$ cat src/rtl/game_flow_controller_if.sv
`default_nettype none
// ============================================================================
// Module   : game_flow_controller_if
// Brief    : Front-end inputs and player/map/renderer outputs of the
//            game-flow controller, grouped as one bundle.
// Revision : 1.0 - initial release
// ============================================================================
interface game_flow_controller_if #(
  parameter int NUM_LEVELS = 4,
  parameter int LIVES      = 3,
  parameter int LEVEL_TIME = 120
);
  localparam int c_LW = (NUM_LEVELS > 1) ? $clog2(NUM_LEVELS) : 1;
  localparam int c_HW = $clog2(LIVES + 1);
  localparam int c_TW = $clog2(LEVEL_TIME + 1);

  logic            frame_tick;
  logic            start_btn;
  logic            pause_btn;
  logic            gameover;
  logic            gamewin;
  logic            revive;
  logic [c_LW-1:0] level;
  logic [c_HW-1:0] lives_left;
  logic [c_TW-1:0] time_left;
  logic [2:0]      screen;
  logic            play_active;

  modport master (
    output frame_tick, start_btn, pause_btn, gameover, gamewin,
    input  revive, level, lives_left, time_left, screen, play_active
  );

  modport slave (
    input  frame_tick, start_btn, pause_btn, gameover, gamewin,
    output revive, level, lives_left, time_left, screen, play_active
  );
endinterface
`default_nettype wire

$ cat src/rtl/game_flow_controller.sv
`default_nettype none
// ============================================================================
// Module   : game_flow_controller
// Brief    : Menu/load/play/pause/death/clear/over/win sequencer with lives,
//            level index and optional per-level countdown (GAME_TIMER_EN).
// Revision : 1.0 - initial release
// ============================================================================
module game_flow_controller #(
  parameter int NUM_LEVELS   = 4,
  parameter int LIVES        = 3,
  parameter int DEATH_FRAMES = 60,
  parameter int LEVEL_TIME   = 120
) (
  input  logic                  Clk,
  input  logic                  Reset_n,
  game_flow_controller_if.slave bus
);
  localparam int c_LW = (NUM_LEVELS > 1) ? $clog2(NUM_LEVELS) : 1;
  localparam int c_HW = $clog2(LIVES + 1);
  localparam int c_TW = $clog2(LEVEL_TIME + 1);
  localparam int c_DW = (DEATH_FRAMES > 1) ? $clog2(DEATH_FRAMES) : 1;

  localparam logic [c_LW-1:0] c_LAST_LEVEL = c_LW'(NUM_LEVELS - 1);
  localparam logic [c_LW-1:0] c_LEVEL_ONE  = c_LW'(1);
  localparam logic [c_HW-1:0] c_LIVES_INIT = c_HW'(LIVES);
  localparam logic [c_HW-1:0] c_ONE_LIFE   = c_HW'(1);
  localparam logic [c_DW-1:0] c_DEATH_LAST = c_DW'(DEATH_FRAMES - 1);
  localparam logic [c_DW-1:0] c_DEATH_ONE  = c_DW'(1);

  typedef enum logic [2:0] {
    ST_MENU  = 3'd0,
    ST_LOAD  = 3'd1,
    ST_PLAY  = 3'd2,
    ST_PAUSE = 3'd3,
    ST_DEATH = 3'd4,
    ST_CLEAR = 3'd5,
    ST_OVER  = 3'd6,
    ST_WIN   = 3'd7
  } state_t;

  state_t          r_state;
  state_t          w_state_nxt;
  logic [c_LW-1:0] r_level;
  logic [c_LW-1:0] w_level_nxt;
  logic [c_HW-1:0] r_lives;
  logic [c_HW-1:0] w_lives_nxt;
  logic [c_DW-1:0] r_death_cnt;
  logic [c_DW-1:0] w_death_cnt_nxt;
  logic            r_start_prev;
  logic            r_pause_prev;
  logic            r_start_arm;
  logic            r_pause_arm;
  logic            w_start_e;
  logic            w_pause_e;
  logic            w_time_zero;

  // A button held through reset release must be let go before it can count.
  assign w_start_e = bus.start_btn & ~r_start_prev & r_start_arm;
  assign w_pause_e = bus.pause_btn & ~r_pause_prev & r_pause_arm;

  always_ff @(posedge Clk or negedge Reset_n) begin
    if (!Reset_n) begin
      r_start_prev <= 1'b0;
      r_pause_prev <= 1'b0;
      r_start_arm  <= 1'b0;
      r_pause_arm  <= 1'b0;
    end else begin
      r_start_prev <= bus.start_btn;
      r_pause_prev <= bus.pause_btn;
      r_start_arm  <= r_start_arm | ~bus.start_btn;
      r_pause_arm  <= r_pause_arm | ~bus.pause_btn;
    end
  end

`ifdef GAME_TIMER_EN
  localparam logic [c_TW-1:0] c_TIME_INIT = c_TW'(LEVEL_TIME);
  localparam logic [c_TW-1:0] c_TIME_ONE  = c_TW'(1);

  logic [c_TW-1:0] r_time;

  always_ff @(posedge Clk or negedge Reset_n) begin
    if (!Reset_n) begin
      r_time <= '0;
    end else if (r_state == ST_LOAD) begin
      r_time <= c_TIME_INIT;
    end else if (r_state == ST_PLAY && bus.frame_tick && r_time != '0) begin
      r_time <= r_time - c_TIME_ONE;
    end
  end

  assign w_time_zero   = (r_time == '0);
  assign bus.time_left = r_time;
`else
  assign w_time_zero   = 1'b0;
  assign bus.time_left = {c_TW{1'b0}};
`endif

  always_ff @(posedge Clk or negedge Reset_n) begin
    if (!Reset_n) begin
      r_state     <= ST_MENU;
      r_level     <= '0;
      r_lives     <= c_LIVES_INIT;
      r_death_cnt <= '0;
    end else begin
      r_state     <= w_state_nxt;
      r_level     <= w_level_nxt;
      r_lives     <= w_lives_nxt;
      r_death_cnt <= w_death_cnt_nxt;
    end
  end

  always_comb begin
    w_state_nxt     = r_state;
    w_level_nxt     = r_level;
    w_lives_nxt     = r_lives;
    w_death_cnt_nxt = r_death_cnt;
    case (r_state)
      ST_MENU: begin
        if (w_start_e) begin
          w_level_nxt = '0;
          w_lives_nxt = c_LIVES_INIT;
          w_state_nxt = ST_LOAD;
        end
      end
      ST_LOAD: begin
        w_death_cnt_nxt = '0;
        w_state_nxt     = ST_PLAY;
      end
      ST_PLAY: begin
        // Death outranks a simultaneous win.
        if (bus.gameover || w_time_zero) begin
          if (r_lives != '0) begin
            w_lives_nxt = r_lives - c_ONE_LIFE;
          end
          w_state_nxt = (r_lives <= c_ONE_LIFE) ? ST_OVER : ST_DEATH;
        end else if (bus.gamewin) begin
          w_state_nxt = (r_level >= c_LAST_LEVEL) ? ST_WIN : ST_CLEAR;
        end else if (w_pause_e) begin
          w_state_nxt = ST_PAUSE;
        end
      end
      ST_PAUSE: begin
        if (w_pause_e) begin
          w_state_nxt = ST_PLAY;
        end
      end
      ST_DEATH: begin
        if (bus.frame_tick) begin
          if (r_death_cnt >= c_DEATH_LAST) begin
            w_death_cnt_nxt = '0;
            w_state_nxt     = ST_LOAD;
          end else begin
            w_death_cnt_nxt = r_death_cnt + c_DEATH_ONE;
          end
        end
      end
      ST_CLEAR: begin
        if (w_start_e) begin
          if (r_level < c_LAST_LEVEL) begin
            w_level_nxt = r_level + c_LEVEL_ONE;
          end
          w_state_nxt = ST_LOAD;
        end
      end
      ST_OVER, ST_WIN: begin
        if (w_start_e) begin
          w_state_nxt = ST_MENU;
        end
      end
      default: begin
        w_state_nxt = ST_MENU;
      end
    endcase
  end

  assign bus.screen      = r_state;
  assign bus.revive      = (r_state == ST_LOAD);
  assign bus.play_active = (r_state == ST_PLAY);
  assign bus.level       = r_level;
  assign bus.lives_left  = r_lives;
endmodule
`default_nettype wire
$ cat src/flat_wrapper.sv
// flat-port wrapper written by rule: the top's interface ports become plain ports
module game_flow_controller_flat 
#(
  parameter int NUM_LEVELS   = 4,
  parameter int LIVES        = 3,
  parameter int DEATH_FRAMES = 60,
  parameter int LEVEL_TIME   = 120
)
  (Clk, Reset_n, bus_frame_tick, bus_start_btn, bus_pause_btn, bus_gameover, bus_gamewin, bus_revive, bus_level, bus_lives_left, bus_time_left, bus_screen, bus_play_active);
  game_flow_controller_if #(.NUM_LEVELS(NUM_LEVELS), .LIVES(LIVES), .LEVEL_TIME(LEVEL_TIME)) bus_i ();
  input  logic Clk;
  input  logic Reset_n;
  input wire logic [$bits(bus_i.frame_tick)-1:0] bus_frame_tick;
  input wire logic [$bits(bus_i.start_btn)-1:0] bus_start_btn;
  input wire logic [$bits(bus_i.pause_btn)-1:0] bus_pause_btn;
  input wire logic [$bits(bus_i.gameover)-1:0] bus_gameover;
  input wire logic [$bits(bus_i.gamewin)-1:0] bus_gamewin;
  output wire logic [$bits(bus_i.revive)-1:0] bus_revive;
  output wire logic [$bits(bus_i.level)-1:0] bus_level;
  output wire logic [$bits(bus_i.lives_left)-1:0] bus_lives_left;
  output wire logic [$bits(bus_i.time_left)-1:0] bus_time_left;
  output wire logic [$bits(bus_i.screen)-1:0] bus_screen;
  output wire logic [$bits(bus_i.play_active)-1:0] bus_play_active;
  assign bus_i.frame_tick = bus_frame_tick;
  assign bus_i.start_btn = bus_start_btn;
  assign bus_i.pause_btn = bus_pause_btn;
  assign bus_i.gameover = bus_gameover;
  assign bus_i.gamewin = bus_gamewin;
  assign bus_revive = bus_i.revive;
  assign bus_level = bus_i.level;
  assign bus_lives_left = bus_i.lives_left;
  assign bus_time_left = bus_i.time_left;
  assign bus_screen = bus_i.screen;
  assign bus_play_active = bus_i.play_active;
  game_flow_controller #(.NUM_LEVELS(NUM_LEVELS), .LIVES(LIVES), .DEATH_FRAMES(DEATH_FRAMES), .LEVEL_TIME(LEVEL_TIME)) u_core (.Clk(Clk), .Reset_n(Reset_n), .bus(bus_i));
endmodule
$ cat config.mk
export PLATFORM = sky130hd
export DESIGN_NAME = game_flow_controller_flat
export DESIGN_NICKNAME = d
export VERILOG_FILES = /design/src/rtl/game_flow_controller_if.sv /design/src/rtl/game_flow_controller.sv /design/src/flat_wrapper.sv
export SDC_FILE = /design/constraint.sdc
export NUM_CORES = 1
export LEC_CHECK = 0
export ABC_AREA = 1
export CORE_MARGIN = 2
export CORE_UTILIZATION = 52
export CTS_BUF_LIST = sky130_fd_sc_hd__clkbuf_8
export DETAILED_ROUTE_END_ITERATION = 10
export GPL_ROUTABILITY_DRIVEN = 0
export PLACE_DENSITY = 0.8
export SYNTH_ARGS = -nofsm -noshare
export SYNTH_HDL_FRONTEND = slang
export SYNTH_SLANG_ARGS = --single-unit
$ cat constraint.sdc
create_clock -name Clk -period 1.7 [get_ports Clk]
set_input_delay 0.255 -clock Clk [delete_from_list [all_inputs] [get_ports Clk]]
set_output_delay 0.255 -clock Clk [all_outputs]
set_load 0.1 [all_outputs]
Yosys cells after proc, flatten, opt, wreduce, memory -nomap -nowiden --
Index checks and enable logic that the tools add are counted.
Storage, ports and cells: memory bits (writable) 0, flip-flop bits (word level) 17, logic and storage cells 76, bits in latches 0, memories 0, ROM bits 0, bits of input ports 7, output and inout port bits 16
Operators by class: multiplexer cells 22, add/subtract/negate cells 3, $lt $le $gt $ge 4, multiply operators 0, reductions and logical operators 11, shift-type cells 0, divide/modulo/power cells 0, bitwise gates (word level) 10, equality and inequality tests 18
Operators by type and width (count):
- 2-to-1 mux 3 bit | 8
- one-hot mux 3 bit (6 select lines) | 1
- 2-to-1 mux 2 bit | 8
- inequality test 2 x 1 -> 1 bit (second input constant) | 8
- equality test 3 bit (second input constant) | 4
- 2-to-1 mux 6 bit | 2
- one-hot mux 6 bit (2 select lines) | 1
- one-hot mux 2 bit (2 select lines) | 2
- AND reduction 4 bit | 2
- nonzero test 2 bit | 4
- adder 6 x 1 -> 6 bit (second input constant) | 1
- equality test 3 x 2 -> 1 bit (second input constant) | 2
- greater-or-equal comparator 6 bit (second input constant) | 1
- AND reduction 6 bit | 1
- AND 1 bit | 4
- inequality test 2 bit (second input constant) | 2
- inequality test 4 x 3 -> 1 bit (second input constant) | 1
- NOT 1 bit | 4
- OR reduction 2 bit | 2
- equality test 3 x 1 -> 1 bit (second input constant) | 1
- zero test 3 bit | 1
- adder 2 x 1 -> 2 bit (second input constant) | 1
- greater-or-equal comparator 2 bit (second input constant) | 1
- <= comparator 2 x 1 -> 1 bit (second input constant) | 1
- 4 further kinds | 5

Longest topological paths before layout --
Gate-level depths: netlist of run 1.
depth in word-level cells 7, depth in mapped cells 10, depth with buffers taken out 10

Least setup slack after synthesis of run 1 --
No wires, ideal clock.
path type flip-flop to output port, from register u_core.r_state[0], in the netlist u_core.bus.screen[0], to output bus_revive, cell stages (with the launch flop) 3, slack -1.110 ns, arrival 2.555 ns, cell sequence dfrtp_1 nand2_2 nor2_1
Between the ends: longest elaborated chain between the ends 1
Ends and longest elaborated chain:
- start: declaration | RTL line game_flow_controller.sv:41 | state_t r_state;
- start signal: assignment | RTL line game_flow_controller.sv:105 | r_state <= w_state_nxt;
- equality test 3 x 1 -> 1 bit | RTL line game_flow_controller.sv:177 | assign bus.revive = (r_state == ST_LOAD);
- end: declaration | RTL line flat_wrapper.sv:18 | output wire logic [$bits(bus_i.revive)-1:0] bus_revive;
Every way passes these cells.

Worst setup path in the final report of run 1 --
from register u_core.r_state[2], in the netlist u_core.bus.screen[2], to output bus_revive
Same word-level chain as after synthesis.

==> results of run 1 <==
==> critical path: cells and delay by family (launching register included) <==
kind | cells | cell delay, ps
buffers and inverters | 2 | 320
DFF | 1 | 540
and+or+nand+nor | 2 | 240
==> state kept, by name (all words and copies together), names as in the netlist <==
name and flops:
u_core.bus.screen 3, u_core.r_death_cnt 6, u_core.bus.lives_left 2, u_core.r_pause_prev 1, u_core.r_pause_arm 1, u_core.r_start_prev 1
u_core.r_start_arm 1, u_core.bus.level 2
==> through the flow <==
stage               instances  utilization  total power [µW]  hold WS [ps]
floorplan                 153            -              1970         -40.6
global placement          188        0.686              2490           441
detailed placement        188        0.686              2520           444
CTS                       192        0.709              2820           269
global route              192        0.709              2980           291
finish                    192        0.709              2800           260
==> where the power goes <==
part / leakage (µW) / switching, µW / internal, µW / total (µW)
Sequential: 0.000205 / 200 / 532 / 733
Combinational: 0.000491 / 1190 / 585 / 1770
Clock: 0.0000269 / 139 / 160 / 299
Total: 0.000723 / 1520 / 1280 / 2800
==> routing by layer <==
metal | up-vias | part of all wire | track usage
li1 | 476 | - | -
met5 | - | 0 | 0
met3 | 7 | 0.046 | 0.0491
met2 | 21 | 0.49 | 0.322
met1 | 414 | 0.44 | 0.244
met4 | 0 | 0.029 | 0.110
==> placed cells by master, fill, tap and decap left out <==
cell type        synthesis  routed
a21boi_1                 1       1
a21oi_1                  1       1
a21oi_2                  1       1
buf_12                   0       9
buf_4                    7       1
clkbuf_8                 0       3
clkdlybuf4s50_1          0       6
conb_1                   1       7
dfrtp_1                 15      11
dfrtp_2                  0       2
dfrtp_4                  0       2
dfstp_2                  2       2
ha_1                     4       4
inv_1                   23      24
inv_2                    2       1
inv_4                    0       1
nand2_1                 49      49
nand2_2                  2       2
nand3_1                 15      15
nand3_2                  1       1
nand4_1                  1       1
nor2_1                   7       6
nor2_2                   1       1
nor2_4                   0       1
nor3_4                   1       1
o21ai_0                  5       5
o21ai_1                  5       5
o21ai_4                  1       1
xor2_1                   1       1
==> cell families (layout without fill, tap and decap cells) <==
family,Yosys count,after routing
AO/OA/AOI/OAI,14,14
XOR/XNOR,1,1
adder cells (fa/ha/maj),4,4
buffers and inverters,33,45
flip-flops,17,17
other,1,7
AND/OR/NAND/NOR,77,77
==> how the worst max path moves through the flow <==
| stage | to | slack, ps | cells after the start |
|---|---|---|---|
| final | bus_revive | 90 | 4 |
| after CTS | bus_play_active | 50 | 3 |
| after global placement | u_core.bus.screen[1] | 230 | 8 |
| after floorplan | u_core.bus.lives_left[0] | -370 | 7 |
| after detailed placement | u_core.bus.screen[2] | 160 | 8 |
| after global routing | bus_revive | 10 | 4 |
==> layout make-up <==
type	instances	area (µm²)
well taps	27	33.8
repair buffers	16	248
clock buffers	3	41.3
fillers	167	564
multi-input cells	103	517
flip-flops and latches	17	438
clock inverters	1	3.75
inverters	25	96.3
==> run summary, run 1 <==
top cells by area, synth: dfrtp_1, nand2_1, inv_1
Synth async-reset ratio: 1.00
Seq/Total Area, Yosys: 0.401
Crit path required time: 1440 ps
Num CTS Buffers: 3
number of port buffers: 15
post-CTS setup buffer count: 0
flop-to-flop setup slack: 270 ps
Main synth FF type: dfrtp_1
Final Net Count: 177
RSZ-0062 raised after global routing: false
Startpoint Class: register
Final Cell Area: 1380 µm²
die height: 49.3 µm
DP HPWL: 1580 µm
clock skew: 7.33 ps
vias per inst: 4.78
Crit. Startpoint: u_core.bus.screen[2]
Die Footprint: 2430 µm²
pre-CTS WS: 155 ps
simple-gate portion of the synthesized area: 0.316
fmax: 619 MHz
Tcrit/Tclk final: 0.950
drt first pass iters: 4
crit-path max cell delay: 540 ps
drt wl/cell: 10.4 µm
post-route ant nets: 0
vias in the first global route: 896
Initial Util: 0.549
number of gates resized after CTS: 0
Antenna diodes: 0
maximum VDD drop: 1690 µV
R2R Path End: u_core.bus.screen[2]
Hold Crit Class: in2async
first-pass GRT wire length: 3700 µm
post-synthesis mux area share: 0
antenna violations before repair: 0
Die Wd: 49.3 µm
FF+latch count, synth: 17
Crit Path Class: reg2out
Post-synth top cells: nand2_1, inv_1, dfrtp_1, nand3_1
GRT Overall Usage: 0.200
Max-Cap Viols: 0
htree depth: 1
Area Overhead vs Synth: 29.2%
largest net degree at the start of global routing: 11
core area: 1940 µm²
# setup viols final: 0
post-layout min period: 1610 ps
R2R Path Start: u_core.bus.screen[1]
Post-synth EDFFs: 0
leak pwr: 0.000723 µW
TritonCTS clock tree: yes
# rows: 16
largest family of logic cells by synthesized area: simple AND/OR/NAND/NOR gates
outcome: completed
setup ws final: 85.7 ps
Crit-path slowest cell: dfrtp_4
worst skew pair latency: 260 ps
Gate Count Post-Synth: 147
post-synthesis compound-gate area fraction: 0.0822
share of layout cells above drive strength 1: 0.176
CP arrival: 1360 ps
top-count cell post-synth: nand2_1
Clock transition at path regs: 70 ps
YS warnings: 0
synth unique cells: 23
DRC viols: 0
Avg Inst Size Synth: 7.25 µm²
crit end category: output pin
pwr/cell area: 2030 nW/µm²
I/O Pins: 23
largest fanout on the critical path: 9
XOR/XNOR share of the synthesized area: 0.00822
Synth Cell Area: 1070 µm²
R2R cell count: 6
placed inst area: 1330 µm²
adder-cell area share of the yosys netlist: 0.0469
setup tns final: 0 ps
endpoints failing hold: 0
# hold bufs at CTS: 0
Synth top area share: 0.352
Max Buffers Root-to-Sink: 2
grt ovf: 0
CP Cell Sequence: inv_1, nand2_2, nor2_4, buf_12
total wire length: 1990 µm
clock sinks: 17
Root Buffer Master: clkbuf_8
vias: 918
Pins Over Slew Limit: 0
initial drt markers: 30
Yosys top cell by area: dfrtp_1
Note: power is estimated with default switching activity, not from simulation.
==> inputs of run 2 (changes only) <==
--- a/config.mk
+++ b/config.mk
@@ -12,6 +12,7 @@
 export DETAILED_ROUTE_END_ITERATION = 10
 export GPL_ROUTABILITY_DRIVEN = 0
 export PLACE_DENSITY = 0.8
+export SLEW_MARGIN = 20
 export SYNTH_ARGS = -nofsm -noshare
 export SYNTH_HDL_FRONTEND = slang
 export SYNTH_SLANG_ARGS = --single-unit
==> results of run 2 <==
Final layout, timing and power as in run 1 (identical DEF).
